File: src/rtl/tiq_therm_encoder.sv
// Pipelined thermometer-to-binary encoder for the TIQ comparator bank:
// 2-flop sync, majority bubble correction, popcount encode, optional group sum.
module tiq_therm_encoder #(
  parameter int N_BITS   = 3,
  parameter int AVG_LOG2 = 2
) (
  input  logic                       clk,
  input  logic                       rst_n,
  input  logic                       en,
  input  logic [(2**N_BITS)-2:0]     therm_in,
  input  logic                       clr_err,
  output logic [N_BITS-1:0]          code,
  output logic                       code_valid,
  output logic [N_BITS+AVG_LOG2-1:0] avg_out,
  output logic                       avg_valid,
  output logic                       bubble_err,
  output logic [7:0]                 bubble_cnt
);

  localparam int T  = (2**N_BITS) - 1;
  localparam int AW = N_BITS + AVG_LOG2;
  localparam int CW = (AVG_LOG2 > 0) ? AVG_LOG2 : 1;
  localparam logic [CW-1:0] CNT_LAST = CW'((2**AVG_LOG2) - 1);

  logic [T-1:0]    s1, s2, corr_q, corr_d;
  logic            v1, v2, v3;
  logic            bub_q, bub_d;
  logic [T+1:0]    se;
  logic [N_BITS-1:0] pc;
  logic [AW-1:0]   acc, acc_sum;
  logic [CW-1:0]   cnt;

  // Pad with a 1 below the lowest comparator and a 0 above the highest.
  assign se    = {1'b0, s2, 1'b1};
  assign bub_d = |(~s2[T-2:0] & s2[T-1:1]);

  always_comb begin
    corr_d = '0;
    for (int i = 0; i < T; i++) begin
      corr_d[i] = (se[i] & se[i+1]) | (se[i] & se[i+2]) | (se[i+1] & se[i+2]);
    end
  end

  always_comb begin
    pc = '0;
    for (int i = 0; i < T; i++) begin
      pc = pc + N_BITS'(corr_q[i]);
    end
  end

  assign acc_sum = acc + AW'(code);

  always_ff @(posedge clk) begin
    if (!rst_n) begin
      s1         <= '0;
      s2         <= '0;
      v1         <= 1'b0;
      v2         <= 1'b0;
      v3         <= 1'b0;
      corr_q     <= '0;
      bub_q      <= 1'b0;
      code       <= '0;
      code_valid <= 1'b0;
      bubble_err <= 1'b0;
      bubble_cnt <= '0;
      acc        <= '0;
      cnt        <= '0;
      avg_out    <= '0;
      avg_valid  <= 1'b0;
    end else begin
      s1     <= therm_in;
      s2     <= s1;
      v1     <= en;
      v2     <= v1;
      v3     <= v2;
      corr_q <= corr_d;
      bub_q  <= bub_d;

      code_valid <= v3;
      if (v3) code <= pc;

      // A bubble arriving with clr_err restarts the count at one.
      if (v3 && bub_q) begin
        bubble_err <= 1'b1;
        if (clr_err)                 bubble_cnt <= 8'd1;
        else if (bubble_cnt != 8'hFF) bubble_cnt <= bubble_cnt + 8'd1;
      end else if (clr_err) begin
        bubble_err <= 1'b0;
        bubble_cnt <= '0;
      end

      avg_valid <= 1'b0;
      if (code_valid) begin
        if (cnt == CNT_LAST) begin
          avg_out   <= acc_sum;
          avg_valid <= 1'b1;
          acc       <= '0;
          cnt       <= '0;
        end else begin
          acc <= acc_sum;
          cnt <= cnt + CW'(1);
        end
      end
    end
  end

endmodule
File: config.mk
export PLATFORM = sky130hd
export DESIGN_NAME = tiq_therm_encoder
export DESIGN_NICKNAME = d
export VERILOG_FILES = /design/src/rtl/tiq_therm_encoder.sv
export SDC_FILE = /design/constraint.sdc
export NUM_CORES = 1
export LEC_CHECK = 0
export ABC_AREA = 1
export BUFFER_PORTS_ARGS = -buffer_cell sky130_fd_sc_hd__buf_4
export CORE_ASPECT_RATIO = 0.9
export CORE_MARGIN = 2
export CORE_UTILIZATION = 56
export DETAILED_ROUTE_END_ITERATION = 6
export GPL_TIMING_DRIVEN = 0
export PLACE_DENSITY = 0.75
export SYNTH_ARGS = -nofsm -noshare
export SYNTH_HDL_FRONTEND = slang
export SYNTH_SLANG_ARGS = --single-unit
File: constraint.sdc
create_clock -name clk -period 3 [get_ports clk]
set_input_delay 0.15 -clock clk [delete_from_list [all_inputs] [get_ports clk]]
set_output_delay 0.15 -clock clk [all_outputs]
set_load 0.02 [all_outputs]
==> results of run 1 <==
[state kept, by name, summed over array words and instances (netlist names)]
signal	count
code	3
bubble_cnt	8
corr_q	7
v3	1
v1	1
acc	5
s1	7
bubble_err	1
bub_q	1
avg_out	5
s2	7
code_valid	1
v2	1
avg_valid	1
cnt	2
[power breakdown]
group | internal, mW | total (mW) | switching [mW]
registers | 0.692 | 0.701 | 0.00900
logic | 0.0265 | 0.0639 | 0.0374
clock network | 0.270 | 0.495 | 0.225
[kinds of logic after synthesis]
logic type                 count (synthesis)  share of synthesized area [%]
DFF                                       51                           48.3
AOI/OAI and AO/OA                         43                           10.9
buffers and inverters                     54                           9.93
xor gates and xnor gates                   1                          0.414
adders and majority gates                 10                           7.69
and+or+nand+nor                          109                           22.8
[layer usage]
layer	up-vias	track usage, %
met5	-	0
met4	0	10.0
met2	27	33.9
met1	707	26.3
li1	897	-
met3	7	4.35
[area by class of cell]
cell class / count / share of cell area, %
Inverter: 50 / 7.48
Timing Repair Buffer: 29 / 8.68
Buffer: 4 / 0.898
Clock inverter: 2 / 1.40
Clock buffer: 6 / 3.29
Tap cell: 46 / 2.29
Sequential cell: 51 / 40.7
Multi-Input combinational cell: 163 / 35.3
[synth_stat cells, drive strengths merged]
library cell	count
ha	5
buf	2
a21o	1
a211oi	1
nand4	2
clkbuf	2
fa	5
a31oi	1
o21ai	17
dfxtp	51
nor2	29
nand3b	1
nand2	64
a21oi	22
inv	49
nand3	13
xnor2	1
clkinv	1
o21bai	1
[worst paths after layout]
check | to | start | cells past startpoint | slack (ns)
worst max-delay path | code[1] | corr_q[0] | 8 | 0.46
worst min register to register | v3 | v2 | 2 | 0.41
worst min-delay path | v1 | en | 3 | 0.02
worst max register to register | code[1] | corr_q[0] | 8 | 0.46
[metrics by stage]
| step | instances | instance area [um^2] |
|---|---|---|
| 6_report | 351 | 2510 |
| 5_1_grt | 351 | 2510 |
| 4_1_cts | 351 | 2510 |
| 3_5_place_dp | 343 | 2390 |
| 3_3_place_gp | 343 | 2390 |
| 2_1_floorplan | 268 | 2120 |
[worst reg2reg max path: cells and delay by family, from the launching register on]
kind	cells	cell delay (ns)
flops	1	0.31
compound gates	2	0.22
fa+ha+maj	4	1.85
buf+inv	2	0.10
==> reports/metrics.yaml, run 1 <==
status: "finished, final reports clean"
arrival_ns: 2.78
setup_violations: 0
viasPerCell: 4.67
route.met3.wl_um: 137
cts_tree: "yes"
hold_viol: 0
setup_ws_ns: 0.458
timing.final.crit_share_pct: 84.7
path_delay_family: "adder cells"
worst_slew_pin_slew_ns: 0.491
clk_pin_slew_ns: 0.09
setup_tns_ns: 0
die_height_um: 62.3
initial_utilization_pct: 57.5
synth_top_cell_area_share_pct: 48.3
cp.required_ns: 3.24
grt_usage_pct: 21.0
drive_above_1_share_pct: 15.4
grt_pass1_vias: 1603
seqCellArea_mm2: 0.00102
place_hpwl_um: 2720
final_core_util_pct: 68.2
fin_skew_ns: 0.00825
fmax_ghz: 0.393
max-slew-margin-rel_pct: 67.2
final_common_cell: "nand2_1"
cpPeakStageDelay_ns: 0.49
met1_length_um: 1760
grt_max_degree: 16
criticalPathCategory: "flip-flop to flip-flop"
synth_area_leader_cell: "dfxtp_1"
core-area_mm2: 0.00368
clock_sinks: 51
drv_cap: 0
top_layer: "met4"
ys_top_cells_by_area: "dfxtp_1 48%, nand2_1 11%, inv_1 8.7%"
ant_nets: 0
crit_path_top_delay_cell: "fa_1"
final_cell_mix: "60 x nand2_1, 51 x dfxtp_1, 49 x inv_1, 29 x buf_4, 27 x nor2_1"
multi_input_area_um2: 885
end_kind: "flip-flop"
total_power_mw: 1.26
dr.pass1.iters: 4
layout.nets: 325
ys_ff_latch: 51
seq_area_frac_synth_pct: 48.3
syn_nets: 289
io_buffer_count: 29
cts_buffers: 5
routabilityCongestion: 0.839
antenna_found_initial: 0
pin_count: 30
die_w_um: 68.8
hp-class: "input pin to flip-flop"
drc: 0
synth_cell_type_count: 25
dp_slack_ns: 0.456
grt.overflow.total: 0
power_density_mw_per_mm2: 502
num_rows: 21
cp-start-kind: "flip-flop"
antenna-diode-count: 0
syn_area_mm2: 0.00212
clk_latency_ns: 0.31
crit_path_frequent_cell: "fa_1"
cts.repair.resized: 0
crit_chain: "inv_1 > fa_1 > fa_1 > inv_1 > fa_1 > fa_1 > o21ai_0 > a21oi_1"
critPathBufInv: 2
final.fill_count: 310
postCtsSetupRepairBufs: 0
clock_tree.root_cell: "clkbuf_8"
synthCells: 268
crit_fanout: 1
ctsHoldBuffers: 0
routedWlPerCell_um: 10.8
postRouteWirelength_um: 3800
drv_slew: 0
holdWs_ns: 0.0219
p_leak_nw: 1.26
rsz0062_at_grt: "false"
htreeDepth: 2
dieArea_mm2: 0.00429
syn2layout_area_growth_pct: 18.6
cts_buffer_depth: 2
period_needed_ns: 2.54
drtIter0Drc: 77
grt_pass1_wl_um: 6720
ir_drop_uv: 359
met2_wirelength_um: 1830
postSynthAreaPerCell_um2: 7.89
ys_warn_count: 0
dr_total_vias: 1638
Note: power is estimated with default switching activity, not from simulation.
==> run 2, diff against run 1 <==
Settings changed: ABC_AREA 1 to 0, CORE_UTILIZATION 56 to 50, PLACE_DENSITY 0.75 to 0.71.
Clock period 3 ns to 2.2 ns, I/O delays scaled along.
==> reports/metrics.yaml, run 2 <==
status: "finished, violations left"
violations: "negative setup slack"
core-area_mm2: 0.00402  # +9.3%
drc: 0  # unchanged
regMostFlops: "bubble_cnt"
synth_top_cell_area_share_pct: 49.5  # +1.3 points
clk_pin_slew_ns: 0.09  # about the same
clock_sinks: 51  # unchanged
synth-simple-area-share_pct: 20.8  # -2.0 points
ir_drop_uv: 468  # +30%
ys_warn_count: 0  # unchanged
clock_tree.root_cell: "clkbuf_8"
antenna-diode-count: 0  # unchanged
final_core_util_pct: 60.6  # -7.5 points
async_flop_share_pct: 0  # unchanged
grt_pass1_vias: 1331  # -17%
initial_utilization_pct: 51.3  # -6.2 points
crit_path_top_delay_cell: "fa_2"
cts_tree: "yes"
drive_above_1_share_pct: 19.0  # +3.6 points
ant_nets: 0  # unchanged
hold_viol: 0  # unchanged
worstHoldEndpoint: "v1"
grt_max_degree: 17  # +1
r2r-end: "code[1]"
setup_ws_ns: -0.245  # -0.703 ns
cts_buffers: 5  # unchanged
dr.pass1.iters: 4  # unchanged
pin_count: 30  # unchanged
period_needed_ns: 2.44  # -0.0968 ns
synth_ff_type: "dfxtp_1"
hp-class: "input pin to flip-flop"
cpPeakStageDelay_ns: 0.52  # +0.03 ns
whs_path_depth: 2  # -1
path_delay_family: "adder cells"
dr_total_vias: 1548  # -5.5%
synth_xor_area_share_pct: 0.850  # +0.44 points
synth_compound_area_share_pct: 11.7  # +0.77 points
r2r_cells: 8  # unchanged
postSynthAreaPerCell_um2: 9.59  # +21%
synth_area_leader_cell: "dfxtp_1"
synthTopCellsByCount: "51 x dfxtp_1, 20 x and2_1, 19 x nor2_1"
synthCells: 215  # -20%
timing.final.crit_share_pct: 111  # +26 points
synth_edf_count: 0  # unchanged
synth_cell_type_count: 40  # +60%
fin_skew_ns: 0.00476  # -0.00349 ns
rsz0062_at_grt: "true"
cts_buffer_depth: 2  # unchanged
reg2reg_from: "corr_q[0]"
dieArea_mm2: 0.00465  # +8.6%
routedWlPerCell_um: 12.0  # +10%
drtIter0Drc: 52  # -32%
yosysMostFrequentCell: "dfxtp_1"
drv_slew: 0  # unchanged
cp.required_ns: 2.44  # -0.80 ns
p_leak_nw: 1.00  # -21%
antenna_found_initial: 0  # unchanged
muxShareOfSynthArea_pct: 4.37  # +4.4 points
rrSetupSlack_ns: -0.24  # -0.70 ns
synth_top_family_by_area: "simple AND/OR/NAND/NOR gates"
holdWs_ns: 0.0109  # -0.0110 ns
criticalPathCategory: "flip-flop to flip-flop"
power_density_mw_per_mm2: 637  # +27%
setup_violations: 2  # +2
arrival_ns: 2.68  # -0.10 ns
clk_latency_ns: 0.30  # about the same
ys_top_cells_by_area: "dfxtp_1 50%, and2_1 6.1%, fa_1 4.9%"
grt_pass1_wl_um: 5870  # -13%
synthAdderAreaFrac_pct: 7.89  # +0.20 points
critPathBufInv: 2  # unchanged
syn2layout_area_growth_pct: 18.2
fmax_ghz: 0.409  # +4.0%
place_hpwl_um: 2590  # -4.8%
die_w_um: 71.7  # +4.2%
max-slew-margin-rel_pct: 64.9  # -2.4 points
end_kind: "flip-flop"
final_cell_mix: "50 x dfxtp_1, 30 x buf_4, 20 x and2_1, 19 x nor2_1"
crit_fanout: 1  # unchanged
drv_cap: 0  # unchanged
ys_ff_latch: 51  # unchanged
htreeDepth: 2  # unchanged
io_buffer_count: 28  # -3.4%
min_from: "en"
cp-start-kind: "flip-flop"
final.fill_count: 366  # +18%
crit_chain: "inv_2 > fa_1 > fa_1 > inv_1 > fa_2 > fa_2 > mux2i_1 > nor2_1"
final_common_cell: "dfxtp_1"
viasPerCell: 5.16  # +11%
postRouteWirelength_um: 3590  # -5.6%
num_rows: 22  # +4.8%
layout.nets: 272  # -16%
syn_area_mm2: 0.00206  # -2.5%
largest_register_ffs: 8  # unchanged
syn_nets: 236  # -18%
routabilityCongestion: 0.781  # -6.9%
die_height_um: 64.9  # +4.2%
worst_slew_pin_slew_ns: 0.527  # +0.0357 ns
seq_area_frac_synth_pct: 49.5  # +1.3 points
postCtsSetupRepairBufs: 0  # unchanged
grt_usage_pct: 16.4  # -4.6 points
grt.overflow.total: 0  # unchanged
## run 2: where the power goes
group | internal (mW) | switching (mW) | total (mW) | leakage, nW
clock | 0.229 | 0.303 | 0.531 | 0.0418
combinational | 0.0339 | 0.0359 | 0.0699 | 0.545
sequential | 0.942 | 0.00985 | 0.952 | 0.415
total | 1.20 | 0.348 | 1.55 | 1.00
## run 2: worst max path at each step
stage	start	end	cells after the start	slack (ns)
4_1_cts	corr_q[3]	code[1]	8	-0.26
6_report	corr_q[0]	code[1]	8	-0.24
2_1_floorplan	corr_q[3]	code[1]	8	-0.18
3_5_place_dp	corr_q[3]	code[1]	8	-0.24
3_3_place_gp	corr_q[3]	code[1]	8	-0.23
5_1_grt	corr_q[0]	code[1]	8	-0.33
## run 2: kinds of logic after synthesis
family / Yosys count
AND/OR/NAND/NOR: 78
flip-flops: 51
AO/OA/AOI/OAI: 41
buffers and inverters: 24
adder cells (fa/ha/maj): 10
multiplexers: 9
XOR/XNOR: 2
## run 2: timing repair
action                                  in CTS  in global routing
gates resized for setup                      0                  2
hold buffers                                 0                  1
hold endpoints to repair                     0                  1
pin swaps                                    1                  1
endpoints found under the setup margin       2                  3
## run 2: area by class of cell
cell class | instances | area (um^2) | area share (%)
plain buffers | 9 | 43.8 | 1.80
well taps | 48 | 60.1 | 2.46
repair buffers | 29 | 220 | 9.03
multi-input cells | 140 | 946 | 38.8
clock buffers | 6 | 72.6 | 2.98
flip-flops and latches | 51 | 1020 | 41.9
inverters | 15 | 56.3 | 2.31
clock inverters | 2 | 16.3 | 0.667
## run 2: through the flow
step	std cells	power (mW)	cell area (um^2)	TNS, ns	worst slack, ns
finish	300	1.55	2440	-0.394	-0.245
global route	300	1.63	2440	-0.558	-0.329
CTS	299	1.57	2430	-0.431	-0.263
detailed placement	291	1.04	2340	-0.405	-0.242
global placement	291	1.04	2340	-0.386	-0.232
floorplan	215	1.01	2070	-0.258	-0.176
## run 2: routing by layer
metal	vias up	wire (um)	global-route usage [%]
met5	-	0	0
met4	0	29	7.08
met3	2	205	4.51
met2	47	1570	25.2
met1	705	1780	21.6
li1	794	-	-
